`src/rtl/imem_boot_loader_if.sv`:
```
// Byte-stream and instruction-memory write bundle for imem_boot_loader.
// The loader sits on the slave side; the boot host/bench sits on the master side.
interface imem_boot_loader_if;
  logic        start;
  logic [7:0]  byte_in;
  logic        byte_valid;
  logic        byte_ready;
  logic        imem_we;
  logic [31:0] imem_addr;
  logic [31:0] imem_wdata;
  logic        core_rst;
  logic        done;
  logic        error;

  modport master (
    output start, byte_in, byte_valid,
    input  byte_ready, imem_we, imem_addr, imem_wdata, core_rst, done, error
  );

  modport slave (
    input  start, byte_in, byte_valid,
    output byte_ready, imem_we, imem_addr, imem_wdata, core_rst, done, error
  );
endinterface

```
`src/rtl/imem_boot_loader.sv`:
```
// Boot loader: assembles little-endian words from a byte stream into instruction memory and
// holds the core in reset until the image is loaded. IMEM_BOOT_CHECKSUM_EN adds a trailing XOR byte.
module imem_boot_loader #(
  parameter int unsigned DEPTH     = 1024,
  parameter logic [31:0] BASE_ADDR = 32'h0
) (
  input logic               clk,
  input logic               rst,
  imem_boot_loader_if.slave bus
);

  localparam logic [2:0] S_IDLE = 3'd0;
  localparam logic [2:0] S_HDR0 = 3'd1;
  localparam logic [2:0] S_HDR1 = 3'd2;
  localparam logic [2:0] S_DATA = 3'd3;
  localparam logic [2:0] S_DONE = 3'd4;
  localparam logic [2:0] S_ERR  = 3'd5;
`ifdef IMEM_BOOT_CHECKSUM_EN
  localparam logic [2:0] S_CSUM = 3'd6;
  // Where a complete image goes next: through the checksum byte, or straight to DONE.
  localparam logic [2:0] S_FIN  = S_CSUM;
`else
  localparam logic [2:0] S_FIN  = S_DONE;
`endif

  logic [2:0]  state_q,      state_d;
  logic [15:0] count_q,      count_d;
  logic [15:0] word_idx_q,   word_idx_d;
  logic [1:0]  byte_idx_q,   byte_idx_d;
  logic [23:0] shift_q,      shift_d;
  logic        byte_ready_q, byte_ready_d;
  logic        we_q,         we_d;
  logic [31:0] addr_q,       addr_d;
  logic [31:0] wdata_q,      wdata_d;
  logic        core_rst_q,   core_rst_d;
  logic        done_q,       done_d;
  logic        error_q,      error_d;
  logic [7:0]  csum_q,       csum_d;
  logic        accept;
  logic [15:0] hdr_count;

  assign accept    = bus.byte_valid & byte_ready_q;
  assign hdr_count = {bus.byte_in, count_q[7:0]};

  always_comb begin
    // NOTE: every next-state value gets a default first, so no path through the case infers a latch.
    state_d    = state_q;
    count_d    = count_q;
    word_idx_d = word_idx_q;
    byte_idx_d = byte_idx_q;
    shift_d    = shift_q;
    we_d       = 1'b0;
    addr_d     = addr_q;
    wdata_d    = wdata_q;
    core_rst_d = core_rst_q;
    done_d     = done_q;
    error_d    = error_q;
    csum_d     = csum_q;

    case (state_q)
      S_IDLE, S_DONE, S_ERR: begin
        if (state_q == S_DONE) begin
          done_d     = 1'b1;
          core_rst_d = 1'b0;
        end
        if (bus.start) begin
          state_d    = S_HDR0;
          done_d     = 1'b0;
          error_d    = 1'b0;
          core_rst_d = 1'b1;
          word_idx_d = '0;
          byte_idx_d = '0;
          csum_d     = '0;
        end
      end
      S_HDR0: begin
        if (accept) begin
          count_d[7:0] = bus.byte_in;
          csum_d       = csum_q ^ bus.byte_in;
          state_d      = S_HDR1;
        end
      end
      S_HDR1: begin
        if (accept) begin
          count_d = hdr_count;
          csum_d  = csum_q ^ bus.byte_in;
          if (32'(hdr_count) > DEPTH) begin
            state_d = S_ERR;
            error_d = 1'b1;
          end else if (hdr_count == 16'd0) begin
            state_d = S_FIN;
`ifndef IMEM_BOOT_CHECKSUM_EN
            done_d     = 1'b1;
            core_rst_d = 1'b0;
`endif
          end else begin
            state_d = S_DATA;
          end
        end
      end
      S_DATA: begin
        if (accept) begin
          csum_d     = csum_q ^ bus.byte_in;
          byte_idx_d = byte_idx_q + 2'd1;
          shift_d    = {bus.byte_in, shift_q[23:8]};
          if (byte_idx_q == 2'd3) begin
            we_d       = 1'b1;
            wdata_d    = {bus.byte_in, shift_q};
            addr_d     = BASE_ADDR + {14'd0, word_idx_q, 2'b00};
            word_idx_d = word_idx_q + 16'd1;
            if (word_idx_q == count_q - 16'd1) state_d = S_FIN;
          end
        end
      end
`ifdef IMEM_BOOT_CHECKSUM_EN
      S_CSUM: begin
        if (accept) begin
          if (bus.byte_in == csum_q) begin
            state_d    = S_DONE;
            done_d     = 1'b1;
            core_rst_d = 1'b0;
          end else begin
            state_d = S_ERR;
            error_d = 1'b1;
          end
        end
      end
`endif
      default: state_d = S_IDLE;
    endcase

    byte_ready_d = (state_d == S_HDR0) || (state_d == S_HDR1) || (state_d == S_DATA)
`ifdef IMEM_BOOT_CHECKSUM_EN
                   || (state_d == S_CSUM)
`endif
                   ;
  end

  // NOTE: registers update with non-blocking assignments so every flop samples pre-edge values.
  always_ff @(posedge clk) begin
    if (rst) begin
      state_q      <= S_IDLE;
      count_q      <= '0;
      word_idx_q   <= '0;
      byte_idx_q   <= '0;
      shift_q      <= '0;
      byte_ready_q <= 1'b0;
      we_q         <= 1'b0;
      addr_q       <= BASE_ADDR;
      wdata_q      <= '0;
      core_rst_q   <= 1'b1;
      done_q       <= 1'b0;
      error_q      <= 1'b0;
      csum_q       <= '0;
    end else begin
      state_q      <= state_d;
      count_q      <= count_d;
      word_idx_q   <= word_idx_d;
      byte_idx_q   <= byte_idx_d;
      shift_q      <= shift_d;
      byte_ready_q <= byte_ready_d;
      we_q         <= we_d;
      addr_q       <= addr_d;
      wdata_q      <= wdata_d;
      core_rst_q   <= core_rst_d;
      done_q       <= done_d;
      error_q      <= error_d;
      csum_q       <= csum_d;
    end
  end

  assign bus.byte_ready = byte_ready_q;
  assign bus.imem_we    = we_q;
  assign bus.imem_addr  = addr_q;
  assign bus.imem_wdata = wdata_q;
  assign bus.core_rst   = core_rst_q;
  assign bus.done       = done_q;
  assign bus.error      = error_q;

endmodule
```
`src/flat_wrapper.sv`:
```
// flat-port wrapper written by rule: the top's interface ports become plain ports
module imem_boot_loader_flat 
#(
  parameter int unsigned DEPTH     = 1024,
  parameter logic [31:0] BASE_ADDR = 32'h0
)
  (clk, rst, bus_start, bus_byte_in, bus_byte_valid, bus_byte_ready, bus_imem_we, bus_imem_addr, bus_imem_wdata, bus_core_rst, bus_done, bus_error);
  imem_boot_loader_if bus_i ();
  input logic clk;
  input logic rst;
  input wire logic [$bits(bus_i.start)-1:0] bus_start;
  input wire logic [$bits(bus_i.byte_in)-1:0] bus_byte_in;
  input wire logic [$bits(bus_i.byte_valid)-1:0] bus_byte_valid;
  output wire logic [$bits(bus_i.byte_ready)-1:0] bus_byte_ready;
  output wire logic [$bits(bus_i.imem_we)-1:0] bus_imem_we;
  output wire logic [$bits(bus_i.imem_addr)-1:0] bus_imem_addr;
  output wire logic [$bits(bus_i.imem_wdata)-1:0] bus_imem_wdata;
  output wire logic [$bits(bus_i.core_rst)-1:0] bus_core_rst;
  output wire logic [$bits(bus_i.done)-1:0] bus_done;
  output wire logic [$bits(bus_i.error)-1:0] bus_error;
  assign bus_i.start = bus_start;
  assign bus_i.byte_in = bus_byte_in;
  assign bus_i.byte_valid = bus_byte_valid;
  assign bus_byte_ready = bus_i.byte_ready;
  assign bus_imem_we = bus_i.imem_we;
  assign bus_imem_addr = bus_i.imem_addr;
  assign bus_imem_wdata = bus_i.imem_wdata;
  assign bus_core_rst = bus_i.core_rst;
  assign bus_done = bus_i.done;
  assign bus_error = bus_i.error;
  imem_boot_loader #(.DEPTH(DEPTH), .BASE_ADDR(BASE_ADDR)) u_core (.clk(clk), .rst(rst), .bus(bus_i));
endmodule
```
`config.mk`:
```
export PLATFORM = sky130hd
export DESIGN_NAME = imem_boot_loader_flat
export DESIGN_NICKNAME = d
export VERILOG_FILES = /design/src/rtl/imem_boot_loader_if.sv /design/src/rtl/imem_boot_loader.sv /design/src/flat_wrapper.sv
export SDC_FILE = /design/constraint.sdc
export NUM_CORES = 1
export LEC_CHECK = 0
export CAP_MARGIN = 20
export CORE_ASPECT_RATIO = 1.1
export CORE_UTILIZATION = 63
export CTS_CLUSTER_SIZE = 40
export DETAILED_ROUTE_END_ITERATION = 12
export DONT_BUFFER_PORTS = 1
export PLACE_DENSITY = 0.83
export SYNTH_ARGS = -nofsm -noshare
export SYNTH_HDL_FRONTEND = slang
export SYNTH_SLANG_ARGS = --single-unit
```
`constraint.sdc`:
```
create_clock -name clk -period 4.1 [get_ports clk]
set_clock_uncertainty 0.15 [all_clocks]
set_input_delay 0.41 -clock clk [delete_from_list [all_inputs] [get_ports clk]]
set_output_delay 0.41 -clock clk [all_outputs]
set_load 0.005 [all_outputs]
```
# [Yosys cells after proc, flatten, opt, wreduce, memory -nomap -nowiden]
# Index checks and enable logic that the tools add are counted.
[totals] input_bits=12 register_bits=114 elab_cells=90 out_inout_bits=69
[classes] n_reduce_logical=16 n_eq_ne=18 bitwise=4 addsub=3 order_cmp=1 n_mux=35
[op_table] op="$mux W16" count=3
[op_table] op="$pmux W16 S2" count=1
[op_table] op="$mux W3" count=8
[op_table] op="$add A16 B1 Y16 const B" count=1
[op_table] op="$eq A16 B16 Y1" count=1
[op_table] op="$gt A16 B11 Y1 const B" count=1
[op_table] op="$logic_not A16 Y1" count=1
[op_table] op="$pmux W8 S2" count=1
[op_table] op="$sub A16 B1 Y16 const B" count=1
[op_table] op="$mux W1" count=14
[op_table] op="$eq A3 B2 Y1 const B" count=4
[op_table] op="$pmux W3 S4" count=1
[op_table] op="$ne A2 B1 Y1 const B" count=5
[op_table] op="$reduce_and A3 Y1" count=3
[op_table] op="$mux W8" count=1
[op_table] op="$reduce_and A4 Y1" count=2
[op_table] op="$eq A3 B1 Y1 const B" count=2
[op_table] op="$eq A3 B3 Y1 const B" count=2
[op_table] op="$pmux W1 S2" count=3
[op_table] op="$reduce_or A3 Y1" count=2
[op_table] op="$reduce_and A5 Y1" count=1
[op_table] op="$mux W2" count=2
[op_table] op="$ne A2 B2 Y1 const B" count=2
[op_table] op="$pmux W2 S2" count=1
[op_table] op="9 further kinds" count=14

# [Logic depth before layout (Yosys ltp)]
# Gate-level depths: netlist of the first run.
[depth] depth_word=9 depth_mapped=10 mapped_depth_nobuf=9

# [Least setup slack after synthesis of the first run]
# No wires, ideal clock.
[synth_timing] path_kind="reg-to-reg" start="register u_core.count_q[2]" end="register u_core.byte_ready_q (netlist: u_core.bus.byte_ready)" t_arrival_ns=2.355 setup_time_ns=0.115 setup_slack_ns=1.480 stages_incl_launch_ff=9 path_buffers=1 t_required_ns=3.835 synth_period_minus_slack_ns=2.620 cell_sequence="dfxtp_1 or4_1 buf_2 or3_1 a211o_1 nor4_2 nand3_1 o31a_1 and2_1"
[synth_via] elab_chain_cells=9 word_cells_on_any_way=16 cone_classes="1 x add/sub; 1 x order compare; 4 x eq/ne; 7 x mux; 3 x reduce/logical"
[synth_rtl] element="start: declaration" line_no="imem_boot_loader.sv:27" source="logic [15:0] count_q, count_d;"
[synth_rtl] element="start signal: assignment" line_no="imem_boot_loader.sv:157" source="count_q <= count_d;"
[synth_rtl] element="$sub A16 B1 Y16" line_no="imem_boot_loader.sv:111" source="if (word_idx_q == count_q - 16'd1) state_d = S_FIN;"
[synth_rtl] element="$eq A16 B16 Y1" line_no="imem_boot_loader.sv:111"
[synth_rtl] element="$mux W3" line_no="imem_boot_loader.sv:111"
[synth_rtl] element="$mux W3" line_no="imem_boot_loader.sv:106" source="if (byte_idx_q == 2'd3) begin"
[synth_rtl] element="$mux W3" line_no="imem_boot_loader.sv:102" source="if (accept) begin"
[synth_rtl] element="$pmux W3 S4 *" line_no="imem_boot_loader.sv:60" source="case (state_q)"
[synth_rtl] element="$eq A3 B1 Y1 or $eq A3 B2 Y1 (tied branches)" line_no="imem_boot_loader.sv:132" source="byte_ready_d = (state_d == S_HDR0) || (state_d == S_HDR1) || (state_d == S_DATA)"
[synth_rtl] element="$logic_or A1 B1 Y1" line_no="imem_boot_loader.sv:132"
[synth_rtl] element="$logic_or A1 B1 Y1 *" line_no="imem_boot_loader.sv:132"
[synth_rtl] element="end signal: assignment" line_no="imem_boot_loader.sv:161" source="byte_ready_q <= byte_ready_d;"
[synth_rtl] element="end: declaration" line_no="imem_boot_loader.sv:31" source="logic byte_ready_q, byte_ready_d;"
# Every way passes the cells marked *; elsewhere a longest branch is shown, timed or not.
# A chain may end at the register's enable or synchronous reset.

# [Final worst setup path of the first run]
[layout_timing] start="register u_core.count_q[0]" end="register u_core.byte_ready_q (netlist: u_core.bus.byte_ready)"
# The elaborated chain is that of the path after synthesis.

==> results of run 1 <==
-- worst register-to-register path, delay by kind of cell (launching register included) --
kind	cells	cell delay, ns
adder cells (fa/ha/maj)	1	0.24
AO/OA/AOI/OAI	3	0.63
multiplexers	1	0.36
buffers and inverters	1	0.08
AND/OR/NAND/NOR	3	0.95
flip-flops	1	0.36
-- stage by stage --
step / worst slack (ns) / instance area (sq um) / power, mW / instances
4_1_cts: 1.26 / 5640 / 2.74 / 737
3_3_place_gp: 1.35 / 4910 / 1.22 / 695
6_report: 1.22 / 5640 / 2.73 / 737
5_1_grt: 1.11 / 5640 / 2.81 / 737
3_5_place_dp: 1.25 / 4910 / 1.23 / 695
2_1_floorplan: 1.48 / 5040 / 1.24 / 641
-- power groups by stage --
stage	Sequential (mW)	Combinational [mW]	Clock, mW
floorplan	1.14	0.0938	0
global placement	1.15	0.0773	0
detailed placement	1.15	0.0793	0
CTS	1.12	0.110	1.50
global route	1.12	0.124	1.56
finish	1.12	0.113	1.50
-- final cells by class --
class,instances,area share [%]
multi-input cells,466,43.3
flip-flops and latches,114,40.5
clock buffers,22,8.21
repair buffers,15,2.75
clock inverters,10,2.62
well taps,105,2.33
inverters,5,0.333
-- flip-flops by register name (all words and copies together) (netlist names) --
name and flops:
u_core.word_idx_q 16, u_core.bus.error 1, u_core.bus.imem_addr 16, u_core.bus.byte_ready 1, u_core.bus.done 1, u_core.byte_idx_q 2
u_core.bus.core_rst 1, u_core.bus.imem_we 1, u_core.state_q 3, u_core.count_q 16, u_core.bus.imem_wdata 32, u_core.shift_q 24
-- cells in the final DEF, fill, tap and decap left out, types with 2 or more instances in the layout --
master         Yosys  routed
a211o_1            2       2
a21oi_1           85      85
a31oi_1            5       5
a32oi_1            2       2
and2_1             4       4
and3_1             8       8
buf_4             17       5
bufinv_16          0       3
clkbuf_1          32       2
clkbuf_16          0      16
clkbuf_8           0       4
clkinv_4           0       2
clkinvlp_4         0       3
conb_1             1      16
dfxtp_1          114     114
dlygate4sd3_1      0       9
ha_1               3       3
inv_1              5       5
inv_6              0       2
mux2_2             3       3
mux2i_1           15      15
nand2_1          161     161
nand2b_1           5       5
nand3_1           16      15
nand3b_1           5       5
nand4_1            4       4
nand4b_1           2       2
nor2_1            49      49
nor3_1             9       9
nor4_1             6       6
o21ai_0            9       9
o31ai_1            3       3
or3_1              4       4
or4_1              2       2
xnor2_1           13      13
xor2_1            17      17
-- path summary, 6_finish.rpt --
kind | start | to | slack (ns) | cells past startpoint
setup / recovery | u_core.count_q[0]$_SDFFE_PP0P_ | u_core.bus.byte_ready$_SDFF_PP0_ | 1.22 | 9
hold / removal | bus_start | u_core.bus.error$_SDFFE_PP0P_ | 0.10 | 4
setup reg to reg | u_core.count_q[0]$_SDFFE_PP0P_ | u_core.bus.byte_ready$_SDFF_PP0_ | 1.22 | 9
hold reg to reg | u_core.shift_q[6]$_SDFFE_PP0P_ | u_core.shift_q[6]$_SDFFE_PP0P_ | 0.31 | 2
-- cell usage after synthesis (5+ instances only) --
library cell and instances:
nand2_1 161, dfxtp_1 114, a21oi_1 85, nor2_1 49, clkbuf_1 32, buf_4 17, xor2_1 17, nand3_1 16
mux2i_1 15, xnor2_1 13, nor3_1 9, o21ai_0 9, and3_1 8, nor4_1 6, a31oi_1 5, inv_1 5
nand2b_1 5, nand3b_1 5
-- cells by family after synthesis --
| kind of cell | count (synthesis) |
|---|---|
| other | 1 |
| DFF | 114 |
| buffers and inverters | 61 |
| adders and majority gates | 3 |
| and+or+nand+nor | 284 |
| xor gates and xnor gates | 30 |
| AOI/OAI and AO/OA | 115 |
| muxes | 18 |
-- metal layers --
| metal | vias to the layer above | share of wire, % |
|---|---|---|
| met5 | - | 0 |
| met4 | 0 | 2.5 |
| met3 | 30 | 7.9 |
| met2 | 172 | 47 |
| met1 | 1984 | 43 |
| li1 | 2060 | - |
-- timing repair --
| item | in CTS | in global routing |
|---|---|---|
| endpoints found under the hold margin | 98 | 0 |
| hold buffers | 10 | 0 |
| resized for setup | 0 | 0 |
==> results.py, run 1 <==
metrics = {
    "floorplan": {
        "dieWidth_microns": 86.8,
        "die_h_microns": 95.3,
        "core-area_sq_um": 7560,
        "start_util_pct": 66.0,
        "dieArea_sq_um": 8270,
        "io_pins": 81,
        "rows": 33,
    },
    "logic_synthesis": {
        "synth_top_family_by_area": "simple AND/OR/NAND/NOR gates",
        "synth.top_cells.by_area": "dfxtp_1 (46%), nand2_1 (12%), a21oi_1 (8.5%), nor2_1 (3.7%), mux2i_1 (3.0%)",
        "ys_ff_latch": 114,
        "synth-async-reset-ratio_pct": 0,
        "muxShareOfSynthArea_pct": 3.69,
        "syn-cell-area_sq_um": 4980,
        "yosys_warnings": 0,
        "synthCells": 626,
        "yosys.area_share.simple_pct": 25.1,
        "synth_edf_count": 0,
        "synth-seq-area-share_pct": 45.8,
        "netlist.area_leader.share_pct": 45.8,
        "synth_cell_types": 50,
        "synth-compound-area-share_pct": 12.8,
        "yosysTopAreaCell": "dfxtp_1",
        "avgSynthCellArea_sq_um": 7.96,
        "synth_xor_area_share_pct": 5.27,
        "ys.flop_type": "dfxtp_1",
        "synth_fa_ha_area_share_pct": 0.753,
    },
    "worst_setup_path": {
        "cp_data_arrival_time_ns": 3.14,
        "crit_family": "simple AND/OR/NAND/NOR gates",
        "crit_buf_inv": 1,
        "crit_chain": "inv_1, ha_1, or3b_2, nor3_1, mux2_2, o21ai_0, o21ai_0, o31a_1, and2_1",
        "endpoint_kind": "register",
        "slowest_delay_ns": 0.52,
        "cp-start-kind": "register",
        "critPathRequiredTime_ns": 4.36,
        "worst_path_max_delay_cell": "or3b_2",
        "crit_fanout": 6,
        "worstSetupPathType": "reg2reg",
        "crit_top_cell": "o21ai_0",
    },
    "drt": {
        "dr.pass1.iters": 5,
        "drtIter0Drc": 270,
        "drc": 0,
        "drtAntennaViolNets": 0,
        "viasPerCell": 5.76,
        "drt-wirelength-per-cell_microns": 16.4,
        "routed_wl_microns": 12100,
        "num_vias": 4246,
    },
    "global_routing": {
        "overflow": 0,
        "grt_max_degree": 99,
        "antenna_found_initial": 0,
        "grt_busiest_layer": "met2",
        "met3_usage_pct": 9.00,
        "grtUsageMet2_pct": 50.5,
        "grt_pass1_vias": 4006,
        "grt_usage_pct": 30.7,
        "grt_pass1_wl_microns": 19300,
        "grt_util_met1_pct": 37.6,
    },
    "timing": {
        "hold_viol": 0,
        "max_slew_margin_pct": 42.5,
        "tns_ns": 0,
        "holdWs_ns": 0.101,
        "maxSlewViolCount": 0,
        "rsz0062_at_grt": "no",
        "fin_crit_sh_pct": 70.3,
        "finalCriticalPeriod_ns": 2.88,
        "tightestPinTransition_ns": 0.860,
        "setup-violations-final": 0,
        "fmax_mhz": 347,
    },
    "pwr": {
        "power_density_nw_per_um2": 485,
        "p_int_mw": 2.13,
        "pwr-share-comb_pct": 4.1,
        "switching_share_pct": 21.9,
        "leakagePower_nw": 2.01,
        "ir_drop_mv": 0.284,
        "seqPwrFrac_pct": 41.2,
        "p_switching_mw": 0.599,
        "p_clk_share_pct": 54.7,
    },
    "cts": {
        "cts_tree": "done",
        "cts_buffers": 17,
        "post-cts-setup-buffers": 0,
        "clk-insertion-delay-late_ns": 0.51,
        "cts-root-buf": "clkbuf_8",
        "clockBufferDepth": 2,
        "path_clk_slew_ns": 0.06,
        "cts_sinks": 114,
        "htreeDepth": 4,
    },
    "worst_hold_path": {
        "hold_class": "in2reg",
    },
    "placement": {
        "io_buffers": 0,
        "place_congestion": 0.921,
        "hpwl_microns": 7440,
    },
    "layout": {
        "antennaDiodeCount": 0,
        "syn2layout_area_growth_pct": 13.1,
        "nFillCells": 597,
        "seq_area_sq_um": 2280,
        "multiInputGateArea_sq_um": 2440,
        "fin_util_pct": 74.6,
        "drive_above_1_share_pct": 7.12,
        "num-nets-final": 634,
    },
    "status": {
        "outcome": "finished clean",
    },
    "job": {
        "drv_cap": 0,
    },
}
Note: power is estimated with default switching activity, not from simulation.
==> inputs of run 2 (changes only) <==
==> constraint.sdc (replaced) <==
create_clock -name clk -period 2.9 [get_ports clk]
set_clock_uncertainty 0.15 [all_clocks]
set_input_delay 0.29 -clock clk [delete_from_list [all_inputs] [get_ports clk]]
set_output_delay 0.29 -clock clk [all_outputs]
set_load 0.005 [all_outputs]
==> run 2 against run 1 <==
Net effect:
- first-iteration DRC count rose by 23%
- via count grew 0.31%
- sequential power up 42%
- non-clock buffer count rose by 6
- die area is the same
- global-route usage is essentially flat
- critical path type unchanged
==> results.py, run 2 (same netlist as run 1, synthesis figures left out) <==
metrics = {
    "status": {
        "outcome": "finished clean",
    },
    "layout": {
        "design_area_sq_um": 5660,
        "drive_above_1_share_pct": 8.31,
        "mostFrequentLayoutCells": "nand2_1 (161), dfxtp_1 (114), a21oi_1 (85)",
        "largest_reg_flops": 32,
        "num-nets-final": 640,
        "syn2layout_area_growth_pct": 13.6,
        "multiInputGateArea_sq_um": 2440,
        "nFillCells": 548,
        "antennaDiodeCount": 0,
        "seq_area_sq_um": 2280,
        "mostFrequentLayoutCell": "nand2_1",
    },
    "job": {
        "drv_cap": 0,
    },
    "floorplan": {
        "dieWidth_microns": 86.8,
        "dieArea_sq_um": 8270,
        "rows": 33,
        "io_pins": 81,
        "core-area_sq_um": 7560,
        "die_h_microns": 95.3,
        "start_util_pct": 66.0,
    },
    "timing": {
        "hold_viol": 0,
        "tightestPinTransition_ns": 0.858,
        "rsz0062_at_grt": "no",
        "maxSlewViolCount": 0,
        "fin_crit_sh_pct": 96.3,
        "finalCriticalPeriod_ns": 2.79,
        "setup-violations-final": 0,
        "tns_ns": 0,
        "fmax_mhz": 358,
        "max_slew_margin_pct": 42.7,
    },
    "worst_setup_path": {
        "crit_fanout": 5,
        "reg2reg_depth": 9,
        "cp_data_arrival_time_ns": 3.06,
        "worstSetupPathType": "reg2reg",
        "critPathLaunch": "u_core.count_q[1]$_SDFFE_PP0P_",
        "timing.rr.end": "u_core.bus.byte_ready$_SDFF_PP0_",
        "r2r_slack_ns": 0.11,
        "rr_startpoint": "u_core.count_q[1]$_SDFFE_PP0P_",
        "critPathRequiredTime_ns": 3.17,
        "cp-start-kind": "register",
        "endpoint_kind": "register",
    },
    "cts": {
        "cts-root-buf": "clkbuf_8",
        "clockBufferDepth": 2,
        "path_clk_slew_ns": 0.06,
        "cts_buffers": 17,
        "post-cts-setup-buffers": 0,
        "htreeDepth": 4,
        "cts_tree": "done",
        "cts_sinks": 114,
        "clk-insertion-delay-late_ns": 0.52,
    },
    "drt": {
        "routed_wl_microns": 11900,
        "top_layer": "met4",
        "drtIter0Drc": 333,
        "dr_wl_met2_microns": 5550,
        "drc": 0,
        "drt-wirelength-per-cell_microns": 15.9,
        "drtAntennaViolNets": 0,
        "viasPerCell": 5.73,
        "met3_length_microns": 910,
        "wl_met1_microns": 5100,
        "num_vias": 4259,
        "dr.pass1.iters": 5,
    },
    "worst_hold_path": {
        "min_to": "u_core.bus.error$_SDFFE_PP0P_",
        "holdPathStages": 4,
        "hold_class": "in2reg",
        "holdCritStartpoint": "bus_byte_in[7]",
    },
    "global_routing": {
        "grt_pass1_wl_microns": 19200,
        "antenna_found_initial": 0,
        "grt_usage_pct": 30.7,
        "grt_pass1_vias": 3985,
        "overflow": 0,
        "grt_max_degree": 99,
    },
    "placement": {
        "hpwl_microns": 7460,
        "io_buffers": 0,
        "dpl-instance-area_sq_um": 4940,
        "place_congestion": 0.887,
    },
    "pwr": {
        "power_density_nw_per_um2": 666,
        "ir_drop_mv": 0.487,
        "leakagePower_nw": 2.04,
    },
}
[run 2: changes by cell type in the layout (fill, tap and decap cells not counted), sizes merged]
cell | previous run | this run
buf | 6 | 11
clkinv | 2 | 7
clkbuf | 22 | 18
clkinvlp | 3 | 1
inv | 7 | 9
bufinv | 3 | 2
dlygate4sd3 | 9 | 10
[run 2: cell type report]
class | instances | area share (%)
Clock buffer | 18 | 7.56
Clock inverter | 14 | 2.74
Inverter | 5 | 0.332
Tap cell | 105 | 2.32
Sequential cell | 114 | 40.3
Multi-Input combinational cell | 466 | 43.1
Timing Repair Buffer | 21 | 3.58
[run 2: critical path: stages (launching register included)]
cell	delay (ns)
dfxtp_1	0.34
inv_1	0.07
ha_1	0.24
or3b_2	0.53
nor3_1	0.29
mux2_2	0.37
o21ai_1	0.19
o21ai_0	0.12
o31a_1	0.26
and2_1	0.14
[run 2: power breakdown]
group | switching, mW | total, mW | internal (mW) | leakage (nW)
clock network | 0.759 | 2.01 | 1.26 | 0.288
logic | 0.107 | 0.167 | 0.0605 | 0.828
registers | 0.0125 | 1.59 | 1.58 | 0.919
[run 2: stage by stage]
stage / power (mW) / hold slack, ns / instances / util, % / setup slack (ns)
2_1_floorplan: 1.75 / 0.276 / 641 / - / 0.280
6_report: 3.77 / 0.0382 / 743 / 74.9 / 0.107
4_1_cts: 3.78 / 0.0215 / 743 / 74.8 / 0.0405
3_3_place_gp: 1.74 / 0.215 / 700 / 65.4 / 0.134
5_1_grt: 3.89 / 0.0437 / 743 / 74.9 / 0.0143
3_5_place_dp: 1.74 / 0.219 / 700 / 65.4 / 0.0471
[run 2: layer usage]
layer / up-vias / global-route usage (%)
met4: 0 / 14.3
met2: 164 / 49.4
li1: 2078 / -
met1: 1991 / 37.7
met3: 26 / 9.26
met5: - / 0
[run 2: what timing repair did]
item / 4_1_cts / 5_1_grt
endpoints found under the hold margin: 100 / 0
hold buffers: 11 / 0
endpoints found under the setup margin: 0 / 4
resized for setup: 0 / 2
[run 2: worst max path at each step]
stage,cells past startpoint,slack (ns),endpoint
floorplan,8,0.28,u_core.bus.byte_ready$_SDFF_PP0_
global placement,9,0.13,u_core.bus.byte_ready$_SDFF_PP0_
detailed placement,9,0.05,u_core.bus.byte_ready$_SDFF_PP0_
CTS,9,0.04,u_core.bus.byte_ready$_SDFF_PP0_
global route,9,0.01,u_core.bus.byte_ready$_SDFF_PP0_
finish,9,0.11,u_core.bus.byte_ready$_SDFF_PP0_
